[config.mk]
export PLATFORM = sky130hd
export DESIGN_NAME = multicycle_control
export DESIGN_NICKNAME = d
export VERILOG_FILES = /design/src/rtl/mips_ctrl_pkg.sv /design/src/rtl/multicycle_control.sv
export SDC_FILE = /design/constraint.sdc
export NUM_CORES = 1
export LEC_CHECK = 0
export CORE_AREA = 2 2 44 42
export DETAILED_ROUTE_END_ITERATION = 8
export DIE_AREA = 0 0 46 44
export MAX_ROUTING_LAYER = met4
export PLACE_DENSITY_LB_ADDON = 0.25
export SETUP_SLACK_MARGIN = 0.5
export SYNTH_ARGS = -nofsm -noshare
export SYNTH_HDL_FRONTEND = slang
export SYNTH_SLANG_ARGS = --single-unit
[constraint.sdc]
create_clock -name clk -period 2.1 [get_ports clk]
set_input_delay 0.315 -clock clk [delete_from_list [all_inputs] [get_ports clk]]
set_output_delay 0.315 -clock clk [all_outputs]
set_load 0.02 [all_outputs]
[src/rtl/mips_ctrl_pkg.sv]
// Shared encodings for the multicycle MIPS control path: FSM states,
// instruction opcodes and the ALUOp values seen by the ALU control decoder.
package mips_ctrl_pkg;

    localparam logic [3:0] S_FETCH  = 4'd0;
    localparam logic [3:0] S_DECODE = 4'd1;
    localparam logic [3:0] S_MEMADR = 4'd2;
    localparam logic [3:0] S_MEMRD  = 4'd3;
    localparam logic [3:0] S_MEMWB  = 4'd4;
    localparam logic [3:0] S_MEMWR  = 4'd5;
    localparam logic [3:0] S_EXEC   = 4'd6;
    localparam logic [3:0] S_ALUWB  = 4'd7;
    localparam logic [3:0] S_BRANCH = 4'd8;
    localparam logic [3:0] S_ADDIEX = 4'd9;
    localparam logic [3:0] S_ADDIWB = 4'd10;
    localparam logic [3:0] S_JUMP   = 4'd11;

    localparam logic [5:0] OP_RTYPE = 6'b000000;
    localparam logic [5:0] OP_LW    = 6'b100011;
    localparam logic [5:0] OP_SW    = 6'b101011;
    localparam logic [5:0] OP_BEQ   = 6'b000100;
    localparam logic [5:0] OP_ADDI  = 6'b001000;
    localparam logic [5:0] OP_J     = 6'b000010;

    localparam logic [3:0] ALU_ADD   = 4'b0000;
    localparam logic [3:0] ALU_SUB   = 4'b0001;
    localparam logic [3:0] ALU_FUNCT = 4'b0010;

endpackage

[src/rtl/multicycle_control.sv]
// Main control FSM of the multicycle MIPS datapath: Moore decode of the state
// register into mux selects and write strobes, with mem_ready stalls.
module multicycle_control
    import mips_ctrl_pkg::*;
(
    input  logic       clk,
    input  logic       rst_n,
    input  logic [5:0] opcode,
    input  logic       zero,
    input  logic       mem_ready,
    output logic [3:0] alu_op,
    output logic       alu_src_a,
    output logic [1:0] alu_src_b,
    output logic [1:0] pc_src,
    output logic       pc_en,
    output logic       iord,
    output logic       ir_write,
    output logic       mem_write,
    output logic       reg_write,
    output logic       reg_dst,
    output logic       mem_to_reg,
    output logic       illegal_op,
    output logic [3:0] state
);

    logic [3:0] state_q, state_d;
    logic       is_sw_q;
    logic       pc_en_c, ir_write_c, mem_write_c, reg_write_c, illegal_c;

    always_ff @(posedge clk or negedge rst_n) begin
        if (!rst_n) state_q <= S_FETCH;
        else        state_q <= state_d;
    end

    // Opcode is only looked at in DECODE; remember the LW/SW split for MEMADR.
    always_ff @(posedge clk or negedge rst_n) begin
        if (!rst_n)                   is_sw_q <= 1'b0;
        else if (state_q == S_DECODE) is_sw_q <= (opcode == OP_SW);
    end

    always_comb begin
        state_d     = state_q;
        alu_op      = ALU_ADD;
        alu_src_a   = 1'b0;
        alu_src_b   = 2'b00;
        pc_src      = 2'b00;
        iord        = 1'b0;
        reg_dst     = 1'b0;
        mem_to_reg  = 1'b0;
        pc_en_c     = 1'b0;
        ir_write_c  = 1'b0;
        mem_write_c = 1'b0;
        reg_write_c = 1'b0;
        illegal_c   = 1'b0;
        case (state_q)
            S_FETCH: begin
                alu_src_b  = 2'b01;
                pc_en_c    = mem_ready;
                ir_write_c = mem_ready;
                if (mem_ready) state_d = S_DECODE;
            end
            S_DECODE: begin
                alu_src_b = 2'b11;
                case (opcode)
                    OP_LW, OP_SW: state_d = S_MEMADR;
                    OP_RTYPE:     state_d = S_EXEC;
                    OP_BEQ:       state_d = S_BRANCH;
                    OP_ADDI:      state_d = S_ADDIEX;
                    OP_J:         state_d = S_JUMP;
                    default: begin
                        illegal_c = 1'b1;
                        state_d   = S_FETCH;
                    end
                endcase
            end
            S_MEMADR: begin
                alu_src_a = 1'b1;
                alu_src_b = 2'b10;
                state_d   = is_sw_q ? S_MEMWR : S_MEMRD;
            end
            S_MEMRD: begin
                iord = 1'b1;
                if (mem_ready) state_d = S_MEMWB;
            end
            S_MEMWB: begin
                mem_to_reg  = 1'b1;
                reg_write_c = 1'b1;
                state_d     = S_FETCH;
            end
            S_MEMWR: begin
                iord        = 1'b1;
                mem_write_c = 1'b1;
                if (mem_ready) state_d = S_FETCH;
            end
            S_EXEC: begin
                alu_src_a = 1'b1;
                alu_op    = ALU_FUNCT;
                state_d   = S_ALUWB;
            end
            S_ALUWB: begin
                reg_dst     = 1'b1;
                reg_write_c = 1'b1;
                state_d     = S_FETCH;
            end
            S_BRANCH: begin
                alu_src_a = 1'b1;
                alu_op    = ALU_SUB;
                pc_src    = 2'b01;
                pc_en_c   = zero;
                state_d   = S_FETCH;
            end
            S_ADDIEX: begin
                alu_src_a = 1'b1;
                alu_src_b = 2'b10;
                state_d   = S_ADDIWB;
            end
            S_ADDIWB: begin
                reg_write_c = 1'b1;
                state_d     = S_FETCH;
            end
            S_JUMP: begin
                pc_src  = 2'b10;
                pc_en_c = 1'b1;
                state_d = S_FETCH;
            end
            default: state_d = S_FETCH;
        endcase
    end

    // Strobes are masked by rst_n directly so none can rise while reset is held.
    assign pc_en      = pc_en_c     & rst_n;
    assign ir_write   = ir_write_c  & rst_n;
    assign mem_write  = mem_write_c & rst_n;
    assign reg_write  = reg_write_c & rst_n;
    assign illegal_op = illegal_c   & rst_n;
    assign state      = state_q;

endmodule

== After elaboration in Yosys (flattened, before gate mapping) ==
Index checks and enable logic that the tools add are counted.
Storage, ports and cells
  register bits after elaboration: 5
  input port bits: 10
  output and inout bits: 21
  logic and storage cells: 54
Cells by class
  equal/unequal tests: 19
  multiplexer cells: 19
  bitwise gates (word level): 5
  reductions and logical operators: 9
Operator list (number)
  $pmux W4 S7: 1
  $pmux W4 S5: 1
  $eq A4 B3 Y1 const B: 4
  $eq A4 B4 Y1 const B: 4
  $eq A6 B6 Y1 const B: 2
  $mux W4: 3
  $mux W1: 9
  $eq A4 B2 Y1 const B: 2
  $pmux W2 S2: 2
  $eq A6 B2 Y1 const B: 1
  $eq A6 B3 Y1 const B: 1
  $eq A6 B4 Y1 const B: 1
  $logic_not A6 Y1: 1
  $ne A2 B2 Y1 const B: 3
  $pmux W2 S3: 1
  $reduce_or A2 Y1: 3
  $reduce_or A6 Y1: 1
  $and A1 B1 Y1: 5
  $eq A4 B1 Y1 const B: 1
  $logic_not A4 Y1: 1
  $reduce_or A4 Y1: 1
  $mux W3: 1
  $pmux W1 S3: 1
  $reduce_and A3 Y1: 1
  $reduce_or A3 Y1: 1

== Depth between registers and ports, before layout ==
Gate-level depths: netlist of run 1.
  depth in word-level cells: 5
  depth in mapped cells: 5

== Least setup slack after synthesis of run 1 ==
No wires, ideal clock.
  kind: register -> output
  start point: register state_q[3] (netlist: state[3])
  end point: output illegal_op
  arrival: 1.453 ns
  path slack: 0.332 ns
  stages on the path, launching flop included: 5
  buffers on the path: 1
  cell sequence: dfrtp_1 -> buf_2 -> nor2_2 -> nand3_1 -> a2111oi_2
On the way
  cells in the longest elaborated chain, start to end: 3
Ends and longest elaborated chain
  start: declaration: line multicycle_control.sv:26  | logic [3:0] state_q, state_d;
  start signal: assignment: line multicycle_control.sv:32  | else state_q <= state_d;
  $eq A4 B1 Y1: line multicycle_control.sv:55  | case (state_q)
  $mux W1: line multicycle_control.sv:55
  $and A1 B1 Y1: line multicycle_control.sv:135  | assign illegal_op = illegal_c & rst_n;
  end: declaration: line multicycle_control.sv:22  | output logic illegal_op,
Every way passes these cells.

== Worst setup path after layout of run 1 ==
  start point: register state_q[0] (netlist: state[0])
  end point: output pc_en
On the way
  cells in the longest elaborated chain, start to end: 3
Ends and longest elaborated chain
  $eq A4 B4 Y1 or $logic_not A4 Y1 (tied branches): line multicycle_control.sv:55
  $pmux W1 S3 (*): line multicycle_control.sv:55
  $and A1 B1 Y1 (*): line multicycle_control.sv:131  | assign pc_en = pc_en_c & rst_n;
  end: declaration: line multicycle_control.sv:15  | output logic pc_en,
Every way passes the cells marked *; elsewhere a longest branch is shown, timed or not.

==> metrics.csv, run 1 <==
metric,value,unit
CORE AREA,1580,sq um
RSZ-0062 raised after global routing,yes,
clk sinks,5,
Startpoint Class,flop,
Die X,46,um
gr ovfl total,0,
Syn Area/Cell,7.45,sq um
fin crit share,0.876,
"flops & latches, synth",5,
Top Ports,31,
1st-pass router iterations,4,
"commonest non-fill, non-tap cells in the layout","27 x buf_4, 11 x buf_6, 7 x nor2_1, 7 x dlygate4sd2_1, 5 x nor3_2",
vias in the first global route,761,
overall die height,44,um
Vias,825,
crit path max fanout,4,
Post-DP HPWL,1.45,mm
die area,2020,sq um
Tmin final,1840,ps
Crit path arrival time,1530,ps
post-synth top area share,0.198,
Finished Layout Cells,152,
R2R depth,6,
main flop type after synthesis,dfrtp_1,
CTS buffer count,3,
multi-input combinational cell area,567,sq um
DRC viols,0,
post-route ant nets,0,
"Seq/Total Area, Yosys",0.198,
Synth area leaders,"dfrtp_1 20%, nor3_1 6.3%, nand2b_1 5.9%, nor2_1 5.3%, nand3_1 4.0%",
Clock Latency Late Sink,260,ps
Area growth syn-to-layout,91.9,%
Root Driver,clkbuf_4,
Max Cap Viol,0,
run status,"complete, no violations",
vias per cell,5.43,
number of enable flip-flop cells after synthesis,0,
Static Leakage,0.569,nW
starting density of the core,0.402,
Synth Cell Area,633,sq um
H-tree Lvls,1,
skew final,10.1,ps
final hold vios,0,
Post-Syn Instances,85,
Port Buf Inserts,28,
"most common cell after layout, fill and taps aside",buf_4,
maximum VDD drop,0.601,mV
crit end category,output pin,
dpl cells,142,
row cnt,14,
gp weighted congestion,0.824,
Crit Path Class,reg2out,
Final setup viols,0,
"area leader, netlist",dfrtp_1,
total track usage,0.225,
Routed WL,2.13,mm
clock-pin slew on the worst setup and hold paths,50,ps
Longest Clk Path Bufs,2,
fillers,103,
Critical Path RT,1780,ps
Slew Limit Fails,0,
pwr dens,1040,nW/um^2
initial drt markers,24,
initial antenna violation count,0,
asr flop ratio synth,1.00,
Yosys warning total,0,
first-pass GRT wire length,3.18,mm
Worst Hold Class,in2async,
# diodes,0,
Cell variety after synth,39,
maximum clock frequency,543,MHz
Worst Hold Slack,393,ps
Reg area,128,sq um
share of cells above drive strength 1,0.522,
WL per Instance,14.0,um
largest net degree at the start of global routing,13,
CTS Hold Buffers Added,0,
nets,147,
CTS tree,done,
==> path summary, 6_finish.rpt <==
| check | startpoint | endpoint | slack (ps) |
|---|---|---|---|
| max | state[0]$_DFFE_PN0P_ | pc_en | 260 |
| min | rst_n | state[2]$_DFFE_PN0P_ | 390 |
| max reg2reg | state[1]$_DFFE_PN0P_ | state[2]$_DFFE_PN0P_ | 560 |
| min reg2reg | is_sw_q$_DFFE_PN0P_ | is_sw_q$_DFFE_PN0P_ | 550 |
| max in group asynchronous | rst_n | state[3]$_DFFE_PN0P_ | 1580 |
| min in group clk | opcode[3] | is_sw_q$_DFFE_PN0P_ | 460 |
==> cell type report <==
type,count,area share
Inverter,1,0.00309
Multi-Input combinational cell,73,0.467
Timing Repair Buffer,53,0.387
Tap cell,16,0.0165
Clock buffer,4,0.0216
Sequential cell,5,0.105
==> layer usage <==
metal | global-route usage | routed length, um | up-vias
met3 | 0.0167 | 100 | 4
met1 | 0.223 | 824 | 380
met2 | 0.414 | 1150 | 36
met4 | 0.126 | 58 | 0
li1 | - | - | 405
met5 | - | 0 | -
==> critical path, stage by stage, from the launching register on <==
cell and delay [ps]:
dfrtp_1 410, or3b_4 390, a21o_1 180, a21oi_2 140
buf_4 150
==> per-stage QoR <==
| stage | utilization | worst slack, ps | total power [W] | cell area (sq um) | TNS (ps) |
|---|---|---|---|---|---|
| detailed placement | 0.674 | -331 | 0.000941 | 1060 | -598 |
| global placement | 0.674 | -288 | 0.000929 | 1060 | -532 |
| CTS | 0.687 | 290 | 0.00110 | 1080 | 0 |
| floorplan | - | 447 | 0.000618 | 668 | 0 |
| global route | 0.771 | 220 | 0.00134 | 1210 | 0 |
| finish | 0.771 | 259 | 0.00127 | 1210 | 0 |
==> power by group <==
part / switching, W / leakage (nW) / internal [W]
Combinational: 0.000494 / 0.490 / 0.000504
Clock: 0.0000479 / 0.0150 / 0.0000723
Sequential: 0.0000298 / 0.0639 / 0.000121
Total: 0.000572 / 0.569 / 0.000697
==> flip-flops by register name (all words and copies together), names as in the netlist <==
signal / flops
state: 4
is_sw_q: 1
==> Yosys cell counts (2+ instances only) <==
master    instances
o21ai_0           2
nand2b_1          6
nor2_1            9
buf_2             3
nor2b_1           3
o21ai_1           3
a21oi_1           2
dfrtp_1           5
nand2_1           5
buf_4             3
nand3_1           5
o21a_1            2
xor2_1            2
and3_1            2
nor3b_1           2
nor3_1            8
==> logic make-up (layout without fill, tap and decap cells) <==
kind of cell | count (synthesis) | count (layout) | share of synthesized area
xor+xnor | 3 | 3 | 0.0415
flops | 5 | 5 | 0.198
other cells | 1 | 2 | 0.00592
simple gates | 50 | 50 | 0.457
compound gates | 18 | 18 | 0.215
buf+inv | 8 | 58 | 0.0830
==> what timing repair did <==
item / CTS / global route
gates resized for setup: 92 / 34
buffers inserted: 2 / 4
setup endpoints to repair: 18 / 17
endpoints found under the hold margin: 0 / 0
pin swaps: 4 / 7
cloned: 0 / 0
Note: power is estimated with default switching activity, not from simulation.
==> run 2, diff against run 1 <==
- PLACE_DENSITY: not set -> 0.81
- PLACE_DENSITY_LB_ADDON: 0.25 -> not set
==> run 2 against run 1 <==
Net effect: clock skew grew 5.6 ps; register-to-register slack lost 30 ps; critical endpoint unchanged; critical path type unchanged; final cell count grew 8.6%; worst setup slack lost 120 ps; sequential cell count is the same; power grew 16%.
==> metrics.csv, run 2 (same netlist as run 1, synthesis figures left out) <==
metric,value,unit
run status,"complete, no violations",
nets,160,
H-tree Lvls,1,
CORE AREA,1580,sq um
vias in the first global route,879,
Reg power frac,0.101,
clk sinks,5,
Tmin final,1960,ps
maximum clock frequency,509,MHz
Longest Clk Path Bufs,2,
RSZ-0062 raised after global routing,yes,
maximum VDD drop,0.657,mV
CTS buffer count,3,
starting density of the core,0.402,
initial antenna violation count,0,
Post-DP HPWL,1.51,mm
post-route ant nets,0,
clock-pin slew on the worst setup and hold paths,60,ps
max reg flops,4,
cell internal pwr,0.000784,W
Switching Fraction,0.469,
Die X,46,um
Startpoint Class,flop,
row cnt,14,
Crit Path Class,reg2out,
share of cells above drive strength 1,0.557,
Top Ports,31,
total track usage,0.264,
CTS tree,done,
cells along the critical path,"buf_6, or3b_1, a21o_1, a21oi_2, buf_4",
Port Buf Inserts,28,
Root Driver,clkbuf_4,
crit path max fanout,3,
skew final,15.8,ps
Static Leakage,0.648,nW
Critical Path RT,1780,ps
gr ovfl total,0,
Max Cap Viol,0,
clock power share,0.080,
Final setup viols,0,
Area growth syn-to-layout,117,%
post-route cell area,1370,sq um
initial drt markers,50,
first-pass GRT wire length,3.80,mm
Psw,0.000693,W
"commonest non-fill, non-tap cells in the layout","32 x buf_4, 19 x buf_6, 9 x dlygate4sd2_1",
Crit path arrival time,1650,ps
overall die height,44,um
fin crit share,0.935,
Comb power frac,0.819,
"most common cell after layout, fill and taps aside",buf_4,
Slew Limit Fails,0,
pwr dens,1080,nW/um^2
dpl cells,142,
Critical-path top delay cell,dfrtp_1,
final hold vios,0,
Vias,991,
die area,2020,sq um
placed cell area,1060,sq um
vias per cell,6.01,
Clock Latency Late Sink,260,ps
gp weighted congestion,0.792,
# diodes,0,
crit end category,output pin,
Finished Layout Cells,165,
WL per Instance,18.5,um
1st-pass router iterations,4,
Critical Path Max Stage Delay,400,ps
Worst Hold Class,in2async,
largest net degree at the start of global routing,13,
DRC viols,0,
Routed WL,3.06,mm
-- run 2: cell count changes in the layout (fill, tap and decap cells not counted), sizes merged --
cell | before | now
buf | 40 | 53
dlygate4sd2 | 7 | 9
clkbuf | 6 | 3
clkdlybuf4s50 | 3 | 2
clkdlybuf4s15 | 0 | 1
clkinv | 0 | 1
-- run 2: per-stage QoR --
stage | setup WS (ps) | util | power, W | TNS (ps) | hold slack, ps
after CTS | 243 | 0.763 | 0.00122 | 0 | 493
after detailed placement | -320 | 0.674 | 0.000947 | -570 | 524
after floorplan | 447 | - | 0.000618 | 0 | 19.4
after global routing | 125 | 0.870 | 0.00153 | 0 | 546
after global placement | -287 | 0.674 | 0.000926 | -543 | 509
final | 136 | 0.870 | 0.00148 | 0 | 522
-- run 2: routing by layer --
metal	wire, um	vias to the layer above	GRT usage
li1	-	430	-
met1	1090	458	0.261
met2	1530	84	0.497
met3	286	19	0.0208
met4	141	0	0.126
met5	0	-	-
-- run 2: critical path, delay by kind of cell (launching register included) --
| kind | cells | cell delay [ps] |
|---|---|---|
| AO/OA/AOI/OAI | 2 | 320 |
| buffers and inverters | 2 | 290 |
| flip-flops | 1 | 400 |
| AND/OR/NAND/NOR | 1 | 390 |
-- run 2: repair_timing --
action / in CTS / in global routing
resized for setup: 104 / 31
buffers inserted: 12 / 7
pin swaps: 4 / 9
endpoints found under the setup margin: 19 / 17
hold buffers: 0 / 0
-- run 2: cell type report --
cell class | count | area (sq um)
clock inverters | 1 | 5.00
multi-input cells | 73 | 588
clock buffers | 3 | 22.5
flip-flops and latches | 5 | 126
well taps | 16 | 20.0
repair buffers | 66 | 606
fillers | 77 | 205
inverters | 1 | 3.75
-- run 2: worst paths after layout --
| kind | startpoint | end | slack, ps | cells past startpoint |
|---|---|---|---|---|
| setup / recovery | state[0]$_DFFE_PN0P_ | pc_en | 140 | 5 |
| hold / removal | rst_n | state[0]$_DFFE_PN0P_ | 520 | 3 |
| setup reg to reg | state[1]$_DFFE_PN0P_ | state[2]$_DFFE_PN0P_ | 530 | 6 |
| hold reg to reg | is_sw_q$_DFFE_PN0P_ | is_sw_q$_DFFE_PN0P_ | 560 | 1 |
| max in group asynchronous | rst_n | is_sw_q$_DFFE_PN0P_ | 1450 | 3 |
| min in group clk | is_sw_q$_DFFE_PN0P_ | is_sw_q$_DFFE_PN0P_ | 560 | 1 |
-- run 2: power by group through the flow --
| stage | Combinational (W) | Clock (W) | Sequential, W |
|---|---|---|---|
| after floorplan | 0.000442 | 0 | 0.000176 |
| after global placement | 0.000778 | 0 | 0.000148 |
| after detailed placement | 0.000798 | 0 | 0.000149 |
| after CTS | 0.000953 | 0.000117 | 0.000145 |
| after global routing | 0.00126 | 0.000124 | 0.000150 |
| final | 0.00121 | 0.000119 | 0.000149 |
==> run 3, diff against run 2 <==
==> constraint.sdc (replaced) <==
create_clock -name clk -period 2.1 [get_ports clk]
set_input_delay 0.525 -clock clk [delete_from_list [all_inputs] [get_ports clk]]
set_output_delay 0.525 -clock clk [all_outputs]
set_load 0.02 [all_outputs]
==> run 3 against run 2 <==
Net effect: power is 3.0% lower; non-clock buffer count is 5 lower; sequential cell count stayed put; cell area is 0.37% lower; via count is 11% lower; global-route usage is 2.2 points lower; sequential power is 6% higher; first-iteration DRC count is 48% lower; hold slack worse by 140 ps; register-to-register slack better by 40 ps; die area stayed put; final cell count is 3.0% lower.
==> metrics.csv, run 3 (same netlist as run 1, synthesis figures left out) <==
metric,value,unit
total track usage,0.242,
Critical Path Max Stage Delay,430,ps
gp weighted congestion,0.856,
overall die height,44,um
Port Buf Inserts,28,
crit end category,output pin,
nets,155,
RSZ-0062 raised after global routing,yes,
Reg area,130,sq um
"most common cell after layout, fill and taps aside",buf_4,
first-pass GRT wire length,3.46,mm
Clock Latency Late Sink,250,ps
Top Ports,31,
H-tree Lvls,1,
Static Leakage,0.610,nW
initial drt markers,26,
run status,"complete, no violations",
Critical-path top delay cell,dfrtp_2,
DRC viols,0,
clk sinks,5,
starting density of the core,0.402,
post-route cell area,1370,sq um
max reg flops,4,
fillers,78,
# diodes,0,
WL per Instance,15.6,um
placed cell area,1190,sq um
Crit path arrival time,1530,ps
post-route ant nets,0,
share of cells above drive strength 1,0.674,
Slew Limit Fails,0,
multi-input combinational cell area,639,sq um
Longest Clk Path Bufs,2,
Worst Path Buf+Inv,1,
Final setup viols,0,
pwr dens,1050,nW/um^2
die area,2020,sq um
"commonest non-fill, non-tap cells in the layout","30 x buf_4, 19 x buf_6, 5 x nor2_2",
Critical Path RT,1570,ps
Die X,46,um
Finished Layout Cells,160,
crit path max fanout,2,
Crit Path Class,reg2out,
CORE AREA,1580,sq um
reg-to-reg endpoint,state[2]$_DFFE_PN0P_,
skew final,15.2,ps
initial antenna violation count,0,
vias per cell,5.49,
CTS buffer count,3,
Tmin final,2060,ps
row cnt,14,
1st-pass router iterations,4,
Worst Hold Slack,381,ps
Startpoint Class,flop,
Max Cap Viol,0,
final hold vios,0,
Worst Hold Class,in2async,
vias in the first global route,842,
largest net degree at the start of global routing,12,
Post-Route Utilization,0.867,
gr ovfl total,0,
Area growth syn-to-layout,116,%
R2R depth,6,
maximum VDD drop,0.793,mV
cell family with most CP delay,flip-flops,
Vias,879,
reg2reg setup slack,570,ps
cells along the critical path,"or3b_4, a21o_1, a21oi_4, buf_6",
dpl cells,147,
Critical R2R Launch,state[1]$_DFFE_PN0P_,
CTS tree,done,
Root Driver,clkbuf_4,
clock-pin slew on the worst setup and hold paths,60,ps
pre-CTS WS,-783,ps
maximum clock frequency,486,MHz
Routed WL,2.50,mm
Post-DP HPWL,1.64,mm
fin crit share,0.980,
fin worst setup slack,41.4,ps
-- run 3: cell count changes in the layout (fill, tap and decap cells not counted), moves of 2 or more --
cell and delta:
and3_1 -2, and3_4 +2, buf_2 +4, buf_4 -2, clkdlybuf4s15_1 +2, dfrtp_1 -3, dfrtp_2 +3, dlygate4sd2_1 -8
nand3_1 -2, nand3_2 +2, nor2_1 -3, nor2_2 +4
-- run 3: worst register-to-register path, delay by kind of cell (launching register included) --
family                 cells  cell delay [ps]
AOI/OAI and AO/OA          2              320
buffers and inverters      3              460
DFF                        1              430
and+or+nand+nor            1              220
-- run 3: through the flow --
stage	power (W)	setup TNS, ps
6_report	0.00143	0
5_1_grt	0.00151	0
4_1_cts	0.00125	0
3_5_place_dp	0.00110	-2670
3_3_place_gp	0.00108	-2520
2_1_floorplan	0.000736	0
-- run 3: area by class of cell --
cell class / count / area share
sequential: 5 / 0.0952
timing repair buffer: 61 / 0.400
inverter: 1 / 0.00275
tap: 16 / 0.0147
multi-input combinational: 73 / 0.468
clock buffer: 4 / 0.0192
-- run 3: power by group --
part | total, W | switching, W | internal [W]
clock network | 0.000118 | 0.0000454 | 0.0000722
registers | 0.000158 | 0.0000334 | 0.000125
logic | 0.00116 | 0.000564 | 0.000594
total | 0.00143 | 0.000643 | 0.000790
-- run 3: routing by layer --
layer	up-vias	track usage	share of wire
li1	416	-	-
met1	419	0.250	0.39
met2	40	0.461	0.56
met3	4	0.0375	0.042
met4	0	0.0514	0.014
met5	-	-	0
-- run 3: how the worst max path moves through the flow --
stage,endpoint,cells past startpoint,start,slack [ps]
2_1_floorplan,illegal_op,3,opcode[3],260
3_3_place_gp,illegal_op,5,opcode[3],-730
3_5_place_dp,illegal_op,5,opcode[3],-780
4_1_cts,pc_en,4,state[1]$_DFFE_PN0P_,60
5_1_grt,pc_en,4,state[1]$_DFFE_PN0P_,0.6
6_report,pc_en,4,state[1]$_DFFE_PN0P_,40
-- run 3: what timing repair did --
action | CTS | global route
hold buffers | 0 | 0
pin swaps | 7 | 10
setup buffers | 3 | 6
cloned | 0 | 0
endpoints found under the setup margin | 21 | 18
resized for setup | 119 | 27
